==> src/rtl/serial_vartheta_inv_if.sv <==
// -----------------------------------------------------------------------------
// serial_vartheta_inv_if
//   Handshake bundle for the serial inverse-vartheta unit.
//   Input side : in_valid / in_ready / x   (x is one 64-bit half-block, bit 0 = MSB)
//   Output side: out_valid / out_ready / y (y is the registered result)
//   Status     : busy (unit is not idle)
//   Modports   : master = the block driving x and consuming y
//                slave  = the serial_vartheta_inv unit itself
// -----------------------------------------------------------------------------
interface serial_vartheta_inv_if #(
  parameter int SIDE_SIZE = 64
);
  logic                 in_valid;
  logic                 in_ready;
  logic [0:SIDE_SIZE-1] x;
  logic                 out_valid;
  logic                 out_ready;
  logic [0:SIDE_SIZE-1] y;
  logic                 busy;

  modport master (
    output in_valid,
    output x,
    output out_ready,
    input  in_ready,
    input  out_valid,
    input  y,
    input  busy
  );

  modport slave (
    input  in_valid,
    input  x,
    input  out_ready,
    output in_ready,
    output out_valid,
    output y,
    output busy
  );
endinterface

==> src/rtl/serial_vartheta_inv.sv <==
// -----------------------------------------------------------------------------
// serial_vartheta_inv
//   Inverse of the SWAN128 half-block linear layer vartheta, one 16-bit column
//   per clock through a single shared constant-amount rotator.
//     y col0 = rotl(x col0, PC)
//     y col1 = rotl(x col1, PB)
//     y col2 = rotl(x col2, PA)
//     y col3 = x col3
//   Ports:
//     clk  - rising-edge clock
//     rst  - synchronous active-high reset
//     bus  - serial_vartheta_inv_if.slave (in_valid/in_ready/x,
//            out_valid/out_ready/y, busy)
//   Timing: accept on E0, columns on E1..E4, out_valid after E4, result held
//   until out_ready; next accept no earlier than the edge after consumption.
// -----------------------------------------------------------------------------
module serial_vartheta_inv #(
  parameter int BLOCK_SIZE  = 128,
  parameter int SIDE_SIZE   = BLOCK_SIZE / 2,
  parameter int COLUMN_SIZE = SIDE_SIZE / 4,
  parameter int PA          = 1,
  parameter int PB          = 3,
  parameter int PC          = 13
) (
  input  logic                  clk,
  input  logic                  rst,
  serial_vartheta_inv_if.slave  bus
);

  typedef enum logic [1:0] {
    IDLE = 2'd0,
    RUN  = 2'd1,
    DONE = 2'd2
  } state_t;

  state_t               state_q, state_d;
  logic [1:0]           cnt_q, cnt_d;
  // Internal vectors are MSB-first descending; bit SIDE_SIZE-1 is x[0].
  logic [SIDE_SIZE-1:0] src_q, src_d;
  logic [SIDE_SIZE-1:0] res_q, res_d;

  logic [COLUMN_SIZE-1:0] head_col;
  logic [COLUMN_SIZE-1:0] rot_col;
  logic [COLUMN_SIZE-1:0] rot_cand [4];
  logic                   accept;

  // Column at the head of the source register is always column cnt.
  assign head_col = src_q[SIDE_SIZE-1 -: COLUMN_SIZE];

  // One constant left-rotation per column slot; cnt picks the slot.
  generate
    for (genvar gi = 0; gi < 4; gi++) begin : g_rot
      localparam int AMT = (gi == 0) ? PC :
                           (gi == 1) ? PB :
                           (gi == 2) ? PA : 0;
      if (AMT == 0) begin : g_pass
        assign rot_cand[gi] = head_col;
      end else begin : g_rotl
        assign rot_cand[gi] = {head_col[COLUMN_SIZE-1-AMT:0],
                               head_col[COLUMN_SIZE-1 -: AMT]};
      end
    end
  endgenerate

  assign rot_col = rot_cand[cnt_q];
  assign accept  = bus.in_valid && (state_q == IDLE);

  // State and datapath registers.
  always_ff @(posedge clk) begin
    if (rst) begin
      state_q <= IDLE;
      cnt_q   <= 2'd0;
      src_q   <= '0;
      res_q   <= '0;
    end else begin
      state_q <= state_d;
      cnt_q   <= cnt_d;
      src_q   <= src_d;
      res_q   <= res_d;
    end
  end

  // Next-state and datapath update.
  always_comb begin
    state_d = state_q;
    cnt_d   = cnt_q;
    src_d   = src_q;
    res_d   = res_q;
    unique case (state_q)
      IDLE: begin
        if (accept) begin
          src_d   = bus.x;
          cnt_d   = 2'd0;
          state_d = RUN;
        end
      end
      RUN: begin
        // Rotated column enters from the LSB side, so after four shifts
        // column 0 sits at the top of the result register.
        res_d = {res_q[SIDE_SIZE-COLUMN_SIZE-1:0], rot_col};
        src_d = {src_q[SIDE_SIZE-COLUMN_SIZE-1:0], {COLUMN_SIZE{1'b0}}};
        cnt_d = cnt_q + 2'd1;
        if (cnt_q == 2'd3) begin
          state_d = DONE;
        end
      end
      DONE: begin
        if (bus.out_ready) begin
          state_d = IDLE;
        end
      end
      default: begin
        state_d = IDLE;
      end
    endcase
  end

  // Handshake outputs decoded from state only.
  always_comb begin
    bus.in_ready  = 1'b0;
    bus.out_valid = 1'b0;
    bus.busy      = 1'b1;
    unique case (state_q)
      IDLE: begin
        bus.in_ready = 1'b1;
        bus.busy     = 1'b0;
      end
      RUN: begin
      end
      DONE: begin
        bus.out_valid = 1'b1;
      end
      default: begin
        bus.busy = 1'b0;
      end
    endcase
  end

  assign bus.y = res_q;

endmodule
==> src/flat_wrapper.sv <==
// flat-port wrapper written by rule: the top's interface ports become plain ports
module serial_vartheta_inv_flat 
#(
  parameter int BLOCK_SIZE  = 128,
  parameter int SIDE_SIZE   = BLOCK_SIZE / 2,
  parameter int COLUMN_SIZE = SIDE_SIZE / 4,
  parameter int PA          = 1,
  parameter int PB          = 3,
  parameter int PC          = 13
)
  (clk, rst, bus_in_valid, bus_x, bus_out_ready, bus_in_ready, bus_out_valid, bus_y, bus_busy);
  serial_vartheta_inv_if #(.SIDE_SIZE(SIDE_SIZE)) bus_i ();
  input  logic clk;
  input  logic rst;
  input wire logic [$bits(bus_i.in_valid)-1:0] bus_in_valid;
  input wire logic [$bits(bus_i.x)-1:0] bus_x;
  input wire logic [$bits(bus_i.out_ready)-1:0] bus_out_ready;
  output wire logic [$bits(bus_i.in_ready)-1:0] bus_in_ready;
  output wire logic [$bits(bus_i.out_valid)-1:0] bus_out_valid;
  output wire logic [$bits(bus_i.y)-1:0] bus_y;
  output wire logic [$bits(bus_i.busy)-1:0] bus_busy;
  assign bus_i.in_valid = bus_in_valid;
  assign bus_i.x = bus_x;
  assign bus_i.out_ready = bus_out_ready;
  assign bus_in_ready = bus_i.in_ready;
  assign bus_out_valid = bus_i.out_valid;
  assign bus_y = bus_i.y;
  assign bus_busy = bus_i.busy;
  serial_vartheta_inv #(.BLOCK_SIZE(BLOCK_SIZE), .SIDE_SIZE(SIDE_SIZE), .COLUMN_SIZE(COLUMN_SIZE), .PA(PA), .PB(PB), .PC(PC)) u_core (.clk(clk), .rst(rst), .bus(bus_i));
endmodule
==> config.mk <==
export PLATFORM = sky130hd
export DESIGN_NAME = serial_vartheta_inv_flat
export DESIGN_NICKNAME = d
export VERILOG_FILES = /design/src/rtl/serial_vartheta_inv_if.sv /design/src/rtl/serial_vartheta_inv.sv /design/src/flat_wrapper.sv
export SDC_FILE = /design/constraint.sdc
export NUM_CORES = 1
export LEC_CHECK = 0
export ABC_AREA = 1
export CELL_PAD_IN_SITES_DETAIL_PLACEMENT = 1
export CELL_PAD_IN_SITES_GLOBAL_PLACEMENT = 1
export CORE_MARGIN = 5
export CORE_UTILIZATION = 36
export CTS_BUF_LIST = sky130_fd_sc_hd__clkbuf_8
export DETAILED_ROUTE_END_ITERATION = 7
export HOLD_SLACK_MARGIN = 0.03
export PLACE_DENSITY_LB_ADDON = 0.08
export SLEW_MARGIN = 40
export SYNTH_ARGS = -nofsm -noshare
export SYNTH_HDL_FRONTEND = slang
export SYNTH_SLANG_ARGS = --single-unit
==> constraint.sdc <==
create_clock -name clk -period 1.85 [get_ports clk]
set_input_delay 0.37 -clock clk [delete_from_list [all_inputs] [get_ports clk]]
set_output_delay 0.37 -clock clk [all_outputs]
set_load 0.005 [all_outputs]
### Word level (Yosys, flattened, before mapping)

Index checks and enable logic that the tools add are counted.
Widths: inputs -> output; s select.

| word-level totals | value |
|---|---|
| flip-flop bits (word level) | 132 |
| bits of input ports | 68 |
| output and inout port bits | 67 |
| logic and storage cells | 33 |

| operators by class | value |
|---|---|
| add/subtract/negate cells | 1 |
| $lt $le $gt $ge | 1 |
| equal/unequal tests | 6 |
| mux-type cells | 14 |
| bitwise logic cells | 1 |
| reduce and logical (&&, ||, !) cells | 6 |

Operator list:

| cell | number |
|---|---|
| $pmux 64 s2 | 1 |
| $mux 64 | 1 |
| $bmux 16 s2 | 1 |
| $mux 16 | 2 |
| $mux 2 | 4 |
| $pmux 2 s3 | 1 |
| $eq 2x2->1 const B | 2 |
| $ne 2x1->1 const B | 2 |
| $pmux 2 s2 | 1 |
| $ge 3x3->1 const B | 1 |
| $mux 1 | 3 |
| $not 2->3 | 1 |
| $reduce_and 3->1 | 1 |
| $add 2x1->2 const B | 1 |
| $eq 2x1->1 const B | 1 |
| $logic_not 2->1 | 1 |
| $ne 2x2->1 const B | 1 |
| $reduce_and 2->1 | 1 |
| $reduce_bool 2->1 | 1 |
| $reduce_or 2->1 | 1 |
| $logic_and 1x1->1 | 1 |

### Depth between registers and ports, before layout

| logic depth | value |
|---|---|
| depth after elaboration | 4 |
| mapped depth | 11 |
| gate-level depth less buffers | 8 |

### Worst setup path after synthesis

OpenSTA, ideal clock, no wires.

| timing path | value |
|---|---|
| kind | flip-flop to flip-flop |
| start point | reg u_core.state_q[0] |
| end point | reg u_core.src_q[44] |
| library setup time | 116 ps |
| data arrival time | 1362 ps |
| required time | 1734 ps |
| setup slack | 372 ps |
| stages on the path, launching flop included | 9 |
| path buffers | 2 |
| period minus slack after synthesis | 1478 ps |
| path through | dfxtp_1 -> inv_1 -> ha_1 -> nand2_2 -> nand2_2 -> buf_6 -> buf_4 -> o21ai_0 -> nor2_1 |

| between the ends | value |
|---|---|
| cells in the longest elaborated chain, start to end | 4 |
| elaborated cells between the ends (all ways) | 7 |
| classes of those cells | eq/ne: 2; mux: 1; reduce/logical: 4 |

RTL lines:

| element | line | RTL |
|---|---|---|
| start, declared | serial_vartheta_inv.sv:36 | `state_t state_q, state_d;` |
| start signal, assigned | serial_vartheta_inv.sv:76 | `state_q <= state_d;` |
| $logic_not 2->1 | serial_vartheta_inv.sv:66, serial_vartheta_inv.sv:89 |  |
| $logic_and 1x1->1 | serial_vartheta_inv.sv:66 | `assign accept = bus.in_valid && (state_q == IDLE);` |
| $ne 2x1->1 (no line) | n/a |  |
| $reduce_and 2->1 (no line) | n/a |  |
| end signal, assigned | serial_vartheta_inv.sv:78 | `src_q <= src_d;` |
| end, declared | serial_vartheta_inv.sv:39 | `logic [SIDE_SIZE-1:0] src_q, src_d;` |

Parallel ways exist; a longest one is shown, timed or not.
A chain may end at the register's enable or synchronous reset.

### Worst setup path in the final report

| timing path | value |
|---|---|
| start point | reg u_core.res_q[5], in the netlist u_core.bus.y[58] |
| end point | out bus_y[5] |

RTL lines:

| element | line | RTL |
|---|---|---|
| start, declared | serial_vartheta_inv.sv:40 | `logic [SIDE_SIZE-1:0] res_q, res_d;` |
| start signal, assigned | serial_vartheta_inv.sv:79 | `res_q <= res_d;` |
| end, declared | flat_wrapper.sv:20 | `output wire logic [$bits(bus_i.y)-1:0] bus_y;` |

No word-level cell between the ends.

==> metrics.cfg <==
[run_status]
outcome=finished, final reports clean

[detailed_routing]
vias=5785
first_pass_iters=4
wl_per_cell_um=15.86
drt_first_iter_violations=205
vias_per_cell=4.987
drc=0
drtAntennaViolNets=0
totalWireLength_um=18400

[timing]
tightest_slew_ns=0.5264
slew_violations=0
period_share_pct=94.40
fin_crit_ns=1.746
slew-limit-headroom_pct=64.86
fmax_ghz=0.5726
rsz0062_at_grt=false
finalHoldViolCount=0
whs_ns=0.4859
setup_viol_count_final=0
finClkSkew_ns=0.009162
fin_tns_setup_ns=0

[placement]
placed_area_um2=7187
gp_congestion=0.8159
portBuffers=134
dp_cells=1127
place_hpwl_um=13360

[logic_synthesis]
syn_avg_cell_area_um2=6.897
synth_area_leader_cell=dfxtp_1
yosysSeqAreaShare_pct=46.61
yosys-top-cells-area=dfxtp_1, nand2_1, nor2_1
synth_top_area_share_pct=46.61
syn_nets=895
async_reset_ff_share_pct=0
netlist_instances=822
synth_seq_cells=132
synthTopCellsByCount=nand2_1, nor2_1, dfxtp_1
synth.most_common_cell=nand2_1
netlist_area_um2=5669
synth_flop_cell=dfxtp_1
yosysWarnings=0
ys_types=19
synth_edf_count=0

[critical_path]
crit_path_start_kind=register
arrival_ns=1.38
path_cells=clkdlybuf4s50_1
critPathCaptureType=output port
slowest_stage=clkdlybuf4s50_1
path_buf_inv=1
path_class=register to output port
crit_fanout=3
worstPathRequired_ns=1.48
max_stage_delay_ns=0.54
cp_top_family=buffers and inverters

[global_route]
grt_pass1_wl_um=29540
antenna_found_initial=0
gr-total-overflow=0
grtUsageTotal_pct=20.15
grt_pass1_vias=5929
grt_max_degree=107

[cts]
cts_tree=yes
cts.sinks=132
h-tree-depth=4
clkLatencyLatePin_ns=0.45
clkTransAtPathRegs_ns=0.08
cts_hold_buf=0
clock-root-buffer=clkbuf_8
cts_made_buffers=17
clock_path_buffers=2

[floorplanning]
die_area_um2=18360
coreArea_um2=15310
rows=45
ios=135
die_y_um=135.5
initial_utilization_pct=37.02
fp.dieW_um=135.5

[pwr]
ir_worst_vdd_mv=0.9591
p_leak_uw=0.003348
p_per_area_nw_per_um2=1728

[layout]
area_delta_synth_final_pct=34.56
finish.utilization_pct=49.81
fillers=1984
antenna_cells=0
regArea_um2=2648
final_nets=1009
finalNonFillerCells=1160
fin_area_um2=7629
drive_gt1_share_pct=6.744
multi_input_area_um2=2670

[hold_path]
min_path_type=register to register

[run]
drv_cap=0

[sequential cells by signal, indices dropped and copies added (netlist names)]
register        flops
u_core.src_q       64
u_core.bus.y       64
u_core.state_q      2
u_core.cnt_q        2
[what timing repair did]
item,4_1_cts,5_1_grt
gates resized for setup,13,0
buffers inserted,1,0
endpoints found under the setup margin,3,0
[layer usage]
metal	up-vias	GRT usage, %	wire (um)	part of all wire (%)
met5	-	0	0	0
met4	0	7.615	349	1.9
met3	28	4.160	784	4.3
met2	135	34.79	9047	49
met1	2751	24.69	8218	45
li1	2871	-	-	-
[cells in the final DEF, fill, tap and decap left out]
master           netlist  layout
ha_4                   0       2
nand2_2                2       2
clkinv_4               0       1
nand2_1              201     201
nand3_1               67      67
nand2_4                1       1
dfxtp_1              132     130
inv_2                  4       3
buf_12                 0       7
ha_2                   0       1
o21ai_0              108     108
inv_4                  0       2
clkinv_2               0       5
inv_1                  7       8
a21oi_1               34      34
o21ai_1                4       4
clkinv_1               1       1
bufinv_16              0       3
nor2_1               196     196
dfxtp_2                0       1
dlygate4sd2_1          0       3
dfxtp_4                0       1
clkinvlp_4             0       1
clkdlybuf4s50_1        0     131
buf_4                  7      14
clkbuf_8               0      20
ha_1                   5       2
[stage by stage]
stage,worst slack [ns],power [uW]
after global routing,0.02998,14240
after CTS,0.05999,13360
after detailed placement,0.1618,10700
after floorplan,0.3718,8055
after global placement,0.2061,10490
final,0.1037,13180
[worst register-to-register path: stages (launching register included)]
cell	delay [ns]
dfxtp_4	0.37
buf_4	0.12
ha_4	0.18
clkinv_2	0.29
buf_12	0.29
nand2_1	0.11
nand2_1	0.07
nor2_1	0.11
nor2_1	0.05
[logic make-up (layout without fill, tap and decap cells)]
| kind of cell | count (synthesis) | count (layout) | share of synthesized area [%] |
|---|---|---|---|
| AOI/OAI and AO/OA | 146 | 146 | 12.89 |
| adders and majority gates | 5 | 5 | 1.104 |
| buffers and inverters | 72 | 199 | 6.775 |
| DFF | 132 | 132 | 46.61 |
| and+or+nand+nor | 467 | 467 | 32.62 |
[power breakdown]
part / internal, uW / switching (uW)
sequential: 3940 / 758
clock: 1420 / 1130
combinational: 2510 / 3430
[area by class of cell]
class                   instances  area share, %
multi-input cells             618          35.00
flip-flops and latches        132          34.71
repair buffers                155          20.75
clock buffers                  20          3.608
well taps                     211          3.461
clock inverters                12          1.804
inverters                      12         0.6725
[path summary, 6_finish.rpt]
check / from / end / slack, ns / cells past startpoint
worst min register to register: u_core.src_q[15] / u_core.src_q[15] / 0.49 / 2
worst max register to register: u_core.state_q[0] / u_core.src_q[47] / 0.17 / 8
worst max-delay path: u_core.bus.y[58] / bus_y[5] / 0.10 / 1
worst min-delay path: u_core.src_q[15] / u_core.src_q[15] / 0.49 / 2
Power figures use the tool's default switching activity.
